## src/rtl/johnson_phase_decoder.sv

```systemverilog
// Johnson-code phase decoder: registers a WIDTH-bit Johnson code, decodes phase, locks onto the sequence, counts revolutions.
// Latency: outputs reflect q sampled two rising edges earlier (stage 1 register, stage 2 decode/check).
// Backpressure: none; a free-running stream consumed every clock. Optional macro JPD_HOLD_ALLOW_EN treats a repeated code as legal.
module johnson_phase_decoder #(
    parameter int WIDTH      = 4,
    parameter int LOCK_COUNT = 4,
    parameter int CNT_W      = 8
) (
    input  logic                         clk,
    input  logic                         reset,
    input  logic [WIDTH-1:0]             q,
    input  logic                         clr_err,
    output logic [2*WIDTH-1:0]           phase_onehot,
    output logic [$clog2(2*WIDTH)-1:0]   phase_idx,
    output logic                         valid,
    output logic                         illegal_code,
    output logic                         seq_error,
    output logic                         cycle_tick,
    output logic [CNT_W-1:0]             cycle_count
);

    localparam int NS     = 2 * WIDTH;
    localparam int IDX_W  = $clog2(NS);
    localparam int LCNT_W = $clog2(LOCK_COUNT + 1);

    typedef enum logic {ACQUIRE = 1'b0, LOCKED = 1'b1} state_t;

    // Stage-1 register plus a flag so stage 2 ignores the reset value of q_r
    logic [WIDTH-1:0]   q_r_q;
    logic               s1_vld_q;

    state_t             state_q, state_d;
    logic [IDX_W-1:0]   prev_idx_q, prev_idx_d;
    logic               have_prev_q, have_prev_d;
    logic [LCNT_W-1:0]  lock_cnt_q, lock_cnt_d;
    logic [NS-1:0]      onehot_q, onehot_d;
    logic [IDX_W-1:0]   idx_q, idx_d;
    logic               valid_q, valid_d;
    logic               illegal_q, illegal_d;
    logic               seq_err_q, seq_err_d;
    logic               tick_q, tick_d;
    logic [CNT_W-1:0]   count_q, count_d;

    logic               code_legal;
    logic [IDX_W-1:0]   dec_idx;
    logic [IDX_W-1:0]   next_idx;
    logic               good_step, hold_step, bad_step, wrap_step;

    // Decode: legal codes are thermometers filled from bit 0 up or from the top bit down
    always_comb begin
        int pc;
        int idx_int;
        logic [WIDTH-1:0] lo_therm;
        logic [WIDTH-1:0] hi_therm;
        pc       = 0;
        lo_therm = '0;
        hi_therm = '0;
        for (int i = 0; i < WIDTH; i++) begin
            if (q_r_q[i]) pc++;
        end
        for (int i = 0; i < WIDTH; i++) begin
            lo_therm[i] = (i < pc);
            hi_therm[i] = (i >= WIDTH - pc);
        end
        code_legal = (q_r_q == lo_therm) || (q_r_q == hi_therm);
        idx_int    = q_r_q[WIDTH-1] ? (NS - pc) : pc;
        dec_idx    = IDX_W'(idx_int);
    end

    // Step classification against the previous legal index
    always_comb begin
        logic hold_is_bad;
`ifdef JPD_HOLD_ALLOW_EN
        hold_is_bad = 1'b0;
`else
        hold_is_bad = 1'b1;
`endif
        next_idx  = (prev_idx_q == IDX_W'(NS - 1)) ? '0 : prev_idx_q + 1'b1;
        good_step = s1_vld_q && code_legal && have_prev_q && (dec_idx == next_idx);
        hold_step = s1_vld_q && code_legal && have_prev_q && (dec_idx == prev_idx_q);
        bad_step  = s1_vld_q && (!code_legal ||
                    (have_prev_q && !good_step && (!hold_step || hold_is_bad)));
        wrap_step = good_step && (prev_idx_q == IDX_W'(NS - 1));
    end

    // FSM state register
    always_ff @(posedge clk) begin
        if (reset) state_q <= ACQUIRE;
        else       state_q <= state_d;
    end

    // FSM next state: lock after LOCK_COUNT good steps, drop lock on any bad step
    always_comb begin
        state_d = state_q;
        case (state_q)
            ACQUIRE: if (good_step && (lock_cnt_q + 1'b1 >= LCNT_W'(LOCK_COUNT))) state_d = LOCKED;
            LOCKED:  if (bad_step) state_d = ACQUIRE;
            default: state_d = ACQUIRE;
        endcase
    end

    // FSM outputs and datapath next values
    always_comb begin
        prev_idx_d  = prev_idx_q;
        have_prev_d = have_prev_q;
        lock_cnt_d  = lock_cnt_q;
        onehot_d    = onehot_q;
        idx_d       = idx_q;
        illegal_d   = illegal_q;
        tick_d      = 1'b0;
        count_d     = count_q;
        valid_d     = (state_d == LOCKED);
        seq_err_d   = seq_err_q;

        if (s1_vld_q) begin
            illegal_d = !code_legal;
            onehot_d  = '0;
            if (code_legal) begin
                idx_d      = dec_idx;
                prev_idx_d = dec_idx;
                for (int i = 0; i < NS; i++) begin
                    onehot_d[i] = (dec_idx == IDX_W'(i));
                end
            end
        end

        if (bad_step) begin
            lock_cnt_d  = '0;
            have_prev_d = 1'b0;
        end else if (s1_vld_q && code_legal) begin
            have_prev_d = 1'b1;
            if (good_step && state_q == ACQUIRE) lock_cnt_d = lock_cnt_q + 1'b1;
        end

        if (state_q == LOCKED && wrap_step) begin
            tick_d  = 1'b1;
            count_d = count_q + 1'b1;
        end

        // A new error on the same edge as clr_err wins
        if (state_q == LOCKED && bad_step) seq_err_d = 1'b1;
        else if (clr_err)                  seq_err_d = 1'b0;
    end

    // Pipeline and output registers
    always_ff @(posedge clk) begin
        if (reset) begin
            q_r_q       <= '0;
            s1_vld_q    <= 1'b0;
            prev_idx_q  <= '0;
            have_prev_q <= 1'b0;
            lock_cnt_q  <= '0;
            onehot_q    <= '0;
            idx_q       <= '0;
            valid_q     <= 1'b0;
            illegal_q   <= 1'b0;
            seq_err_q   <= 1'b0;
            tick_q      <= 1'b0;
            count_q     <= '0;
        end else begin
            q_r_q       <= q;
            s1_vld_q    <= 1'b1;
            prev_idx_q  <= prev_idx_d;
            have_prev_q <= have_prev_d;
            lock_cnt_q  <= lock_cnt_d;
            onehot_q    <= onehot_d;
            idx_q       <= idx_d;
            valid_q     <= valid_d;
            illegal_q   <= illegal_d;
            seq_err_q   <= seq_err_d;
            tick_q      <= tick_d;
            count_q     <= count_d;
        end
    end

    assign phase_onehot = onehot_q;
    assign phase_idx    = idx_q;
    assign valid        = valid_q;
    assign illegal_code = illegal_q;
    assign seq_error    = seq_err_q;
    assign cycle_tick   = tick_q;
    assign cycle_count  = count_q;

endmodule

```

## config.mk

```make
export PLATFORM = sky130hd
export DESIGN_NAME = johnson_phase_decoder
export DESIGN_NICKNAME = d
export VERILOG_FILES = /design/src/rtl/johnson_phase_decoder.sv
export SDC_FILE = /design/constraint.sdc
export NUM_CORES = 1
export LEC_CHECK = 0
export CORE_MARGIN = 1.5
export CORE_UTILIZATION = 50
export CTS_CLUSTER_SIZE = 8
export DETAILED_ROUTE_END_ITERATION = 7
export MAX_ROUTING_LAYER = met4
export PLACE_DENSITY = 0.76
export SYNTH_ARGS = -nofsm -noshare
export SYNTH_HDL_FRONTEND = slang
export SYNTH_SLANG_ARGS = --single-unit
```

## constraint.sdc

```tcl
create_clock -name clk -period 3.69 [get_ports clk]
set_input_delay 0.369 -clock clk [delete_from_list [all_inputs] [get_ports clk]]
set_output_delay 0.369 -clock clk [all_outputs]
set_load 0.01 [all_outputs]
```

==> metrics.log <==
INFO  metric run_status = complete, no violations
INFO  metric final.min_clock_period = 3660 ps
INFO  metric async_reset_ff_frac = 0
INFO  metric layout_setup_ws = 32.4 ps
INFO  metric critical_path.slowest_cell = a2111oi_4
INFO  metric grt_remaining_overflow = 0
INFO  metric internal_power = 0.693 mW
INFO  metric most_frequent_cell_after_synthesis = dfxtp_1
INFO  metric grt_start_max_net_pins = 17
INFO  metric drt_pre_antenna_iters = 4
INFO  metric crit_arrival = 3830 ps
INFO  metric cpPeakStageDelay = 420 ps
INFO  metric synth_area_per_cell = 9.00 um^2
INFO  metric first_global_vias = 2,181
INFO  metric fin_nets = 348
INFO  metric antenna_cells_inserted = 0
INFO  metric switching_fraction_of_total_power = 0.327
INFO  metric comb_power_share = 0.374
INFO  metric tritoncts_num_sinks = 32
INFO  metric unrepaired_setup_endpoints_after_global_routing = true
INFO  metric htree_num_levels = 2
INFO  metric detailedRoute.firstIterationViolations = 116
INFO  metric flop_pwr_share = 0.354
INFO  metric relSlewSlack = 0.533
INFO  metric detail_route.vias_per_cell = 6.04
INFO  metric gr-usage-all-layers = 0.265
INFO  metric synth_top_area_share = 0.279
INFO  metric clock_tree_from_tritoncts = done
INFO  metric finish_stage_setup_viols = 0
INFO  metric yosys-top-cells-area = dfxtp_1 28%, ha_1 7.1%, xnor2_1 4.2%
INFO  metric synth.largest_area_cell = dfxtp_1
INFO  metric ctsLongestPathBuffers = 2
INFO  metric detail_route.wirelength = 6550 um
INFO  metric required = 3860 ps
INFO  metric num-fill-cells = 288
INFO  metric power.density = 306 nW/um^2
INFO  metric synth.net_count = 275
INFO  metric seq_total_area_yosys = 0.279
INFO  metric mappedNetlistArea = 2300 um^2
INFO  metric path_cells = inv_2, ha_4, xor2_4, ha_4, nor2b_4, buf_4, a221oi_4, nand2_2, ha_4, nor2_1, a311o_1, o211ai_4, nand3_4, a2111oi_4, mux2_4
INFO  metric die_area = 5010 um^2
INFO  metric setup_tns = 0 ps
INFO  metric cts_hold_buf = 0
INFO  metric cts_inserted_buffers = 5
INFO  metric clk_latency = 280 ps
INFO  metric die_height = 70.8 um
INFO  metric hp-class = flop to flop
INFO  metric via_count = 2,302
INFO  metric synth_edf_count = 0
INFO  metric chipWidth = 70.8 um
INFO  metric post_cts_clock_slew_at_the_launch_and_capture_registers_of_the_worst_setup_and_hold_paths = 70 ps
INFO  metric synth_cells = 255
INFO  metric worst_slew_pin_slew = 700 ps
INFO  metric p_switching = 0.337 mW
INFO  metric clock_tree.root_cell = clkbuf_8
INFO  metric initial_core_util = 0.524
INFO  metric post-route-period-util = 0.991
INFO  metric total_drc_errors_in_the_routed_layout = 0
INFO  metric power_frac_clock = 0.272
INFO  metric route.detailed.wl_per_inst = 17.2 um
INFO  metric vdd_ir_drop_max = 0.334 mV
INFO  metric finalHoldViolations = 0
INFO  metric place_hpwl = 4530 um
INFO  metric synthFlopType = dfxtp_1
INFO  metric cell_variety_after_synth = 66
INFO  metric worst-setup-path-type = flop to flop
INFO  metric final_max_slew_viol_count = 0
INFO  metric grt_antenna_before_repair = 0
INFO  metric placementRows = 24
INFO  metric io-pin-count = 30
INFO  metric critical_path_peak_fanout = 6
INFO  metric globalplace.congestion = 0.914
INFO  metric p_leak = 1.32 nW
INFO  metric critical_path.startpoint_type = flop
INFO  metric grt_pass1_wl = 10,400 um
INFO  metric crit_path_end_kind = flop
INFO  metric route.antenna.remaining_nets = 0
INFO  metric synth_commonest_cells = 32 x dfxtp_1, 16 x nand2_1, 16 x nor2_1
INFO  metric drive_above_1_share = 0.362
INFO  metric ys_warn_count = 0
INFO  metric timing.clock.skew = 3.64 ps
INFO  metric cp_common_cell = ha_4
INFO  metric fmaxAchievable = 273 MHz
INFO  metric postSynthRegisterBits = 32
INFO  metric syn2layout_area_growth = 46.5%
INFO  metric cap_viol_max_count = 0
INFO  metric core_area = 4380 um^2
INFO  metric place.port_buffers = 29
INFO  metric post-place-ws = -129 ps
[area by class of cell]
cell class,instances,area [um^2],area share
multi-input combinational,199,1840,0.547
timing repair buffer,76,669,0.199
sequential,32,648,0.193
clock buffer,8,90.1,0.0268
tap,52,65.1,0.0193
inverter,14,52.6,0.0156
[state kept, by name, indices dropped and copies added (netlist names)]
register      cells
cycle_count       8
phase_onehot      8
q_r_q             4
lock_cnt_q        3
phase_idx         3
cycle_tick        1
have_prev_q       1
illegal_code      1
s1_vld_q          1
seq_error         1
valid             1
[what timing repair did]
item                                    CTS  global route
pin swaps                                13            13
cloned                                    1             0
endpoints found under the setup margin   13            26
setup buffers                             3             3
gates resized for setup                  17            31
[metal layers]
| metal | track usage | vias up | share of wire |
|---|---|---|---|
| met3 | 0.0385 | 13 | 0.036 |
| met5 | - | - | 0 |
| met2 | 0.449 | 68 | 0.51 |
| met4 | 0.0692 | 0 | 0.016 |
| met1 | 0.333 | 1124 | 0.44 |
| li1 | - | 1097 | - |
[cells in the final DEF (no fill, tap or decap), types with 8 or more instances in the layout]
master / netlist / final
a21oi_1: 14 / 9
nor2_1: 16 / 16
a32o_1: 8 / 8
clkdlybuf4s50_1: 0 / 29
nand2_1: 16 / 13
inv_1: 14 / 11
nor2b_1: 11 / 10
buf_4: 0 / 40
dfxtp_1: 32 / 30
xnor2_1: 11 / 10
[power by group through the flow]
stage               sequential, mW  combinational, mW  clock [mW]
floorplan                    0.371              0.184           0
global placement             0.371              0.303           0
detailed placement           0.372              0.312           0
CTS                          0.364              0.334       0.284
global route                 0.365              0.413       0.295
finish                       0.364              0.386       0.280
[path summary, 6_finish.rpt]
kind	cells after the start	endpoint	start	slack [ps]
max	15	cycle_count[3]	q_r_q[1]	30
min reg2reg	2	lock_cnt_q[1]	lock_cnt_q[1]	480
min	2	lock_cnt_q[1]	lock_cnt_q[1]	480
max reg2reg	15	cycle_count[3]	q_r_q[1]	30
[metrics by stage]
step                      instance area, um^2  cells  total power [mW]  hold WS (ps)  utilization
after global routing                     3360    381              1.07           501        0.767
after detailed placement                 2960    367             0.683           466        0.676
after global placement                   2960    367             0.674           460        0.676
after CTS                                3180    379             0.982           478        0.726
after floorplan                          2370    255             0.555           446            -
final                                    3360    381              1.03           477        0.767
[critical path: cells and delay by family, from the launching register on]
kind	cells	cell delay (ps)
buf+inv	2	190
simple gates	4	400
flops	1	370
fa+ha+maj	3	830
xor+xnor	1	190
compound gates	4	1230
mux	1	330
[cell families after synthesis]
family | Yosys count | synth area share
AOI/OAI and AO/OA | 58 | 0.203
xor gates and xnor gates | 14 | 0.0681
adders and majority gates | 13 | 0.0708
buffers and inverters | 24 | 0.0534
DFF | 32 | 0.279
muxes | 11 | 0.0523
other | 1 | 0.00163
and+or+nand+nor | 102 | 0.271
No activity file was read; power rests on OpenSTA's default activity.
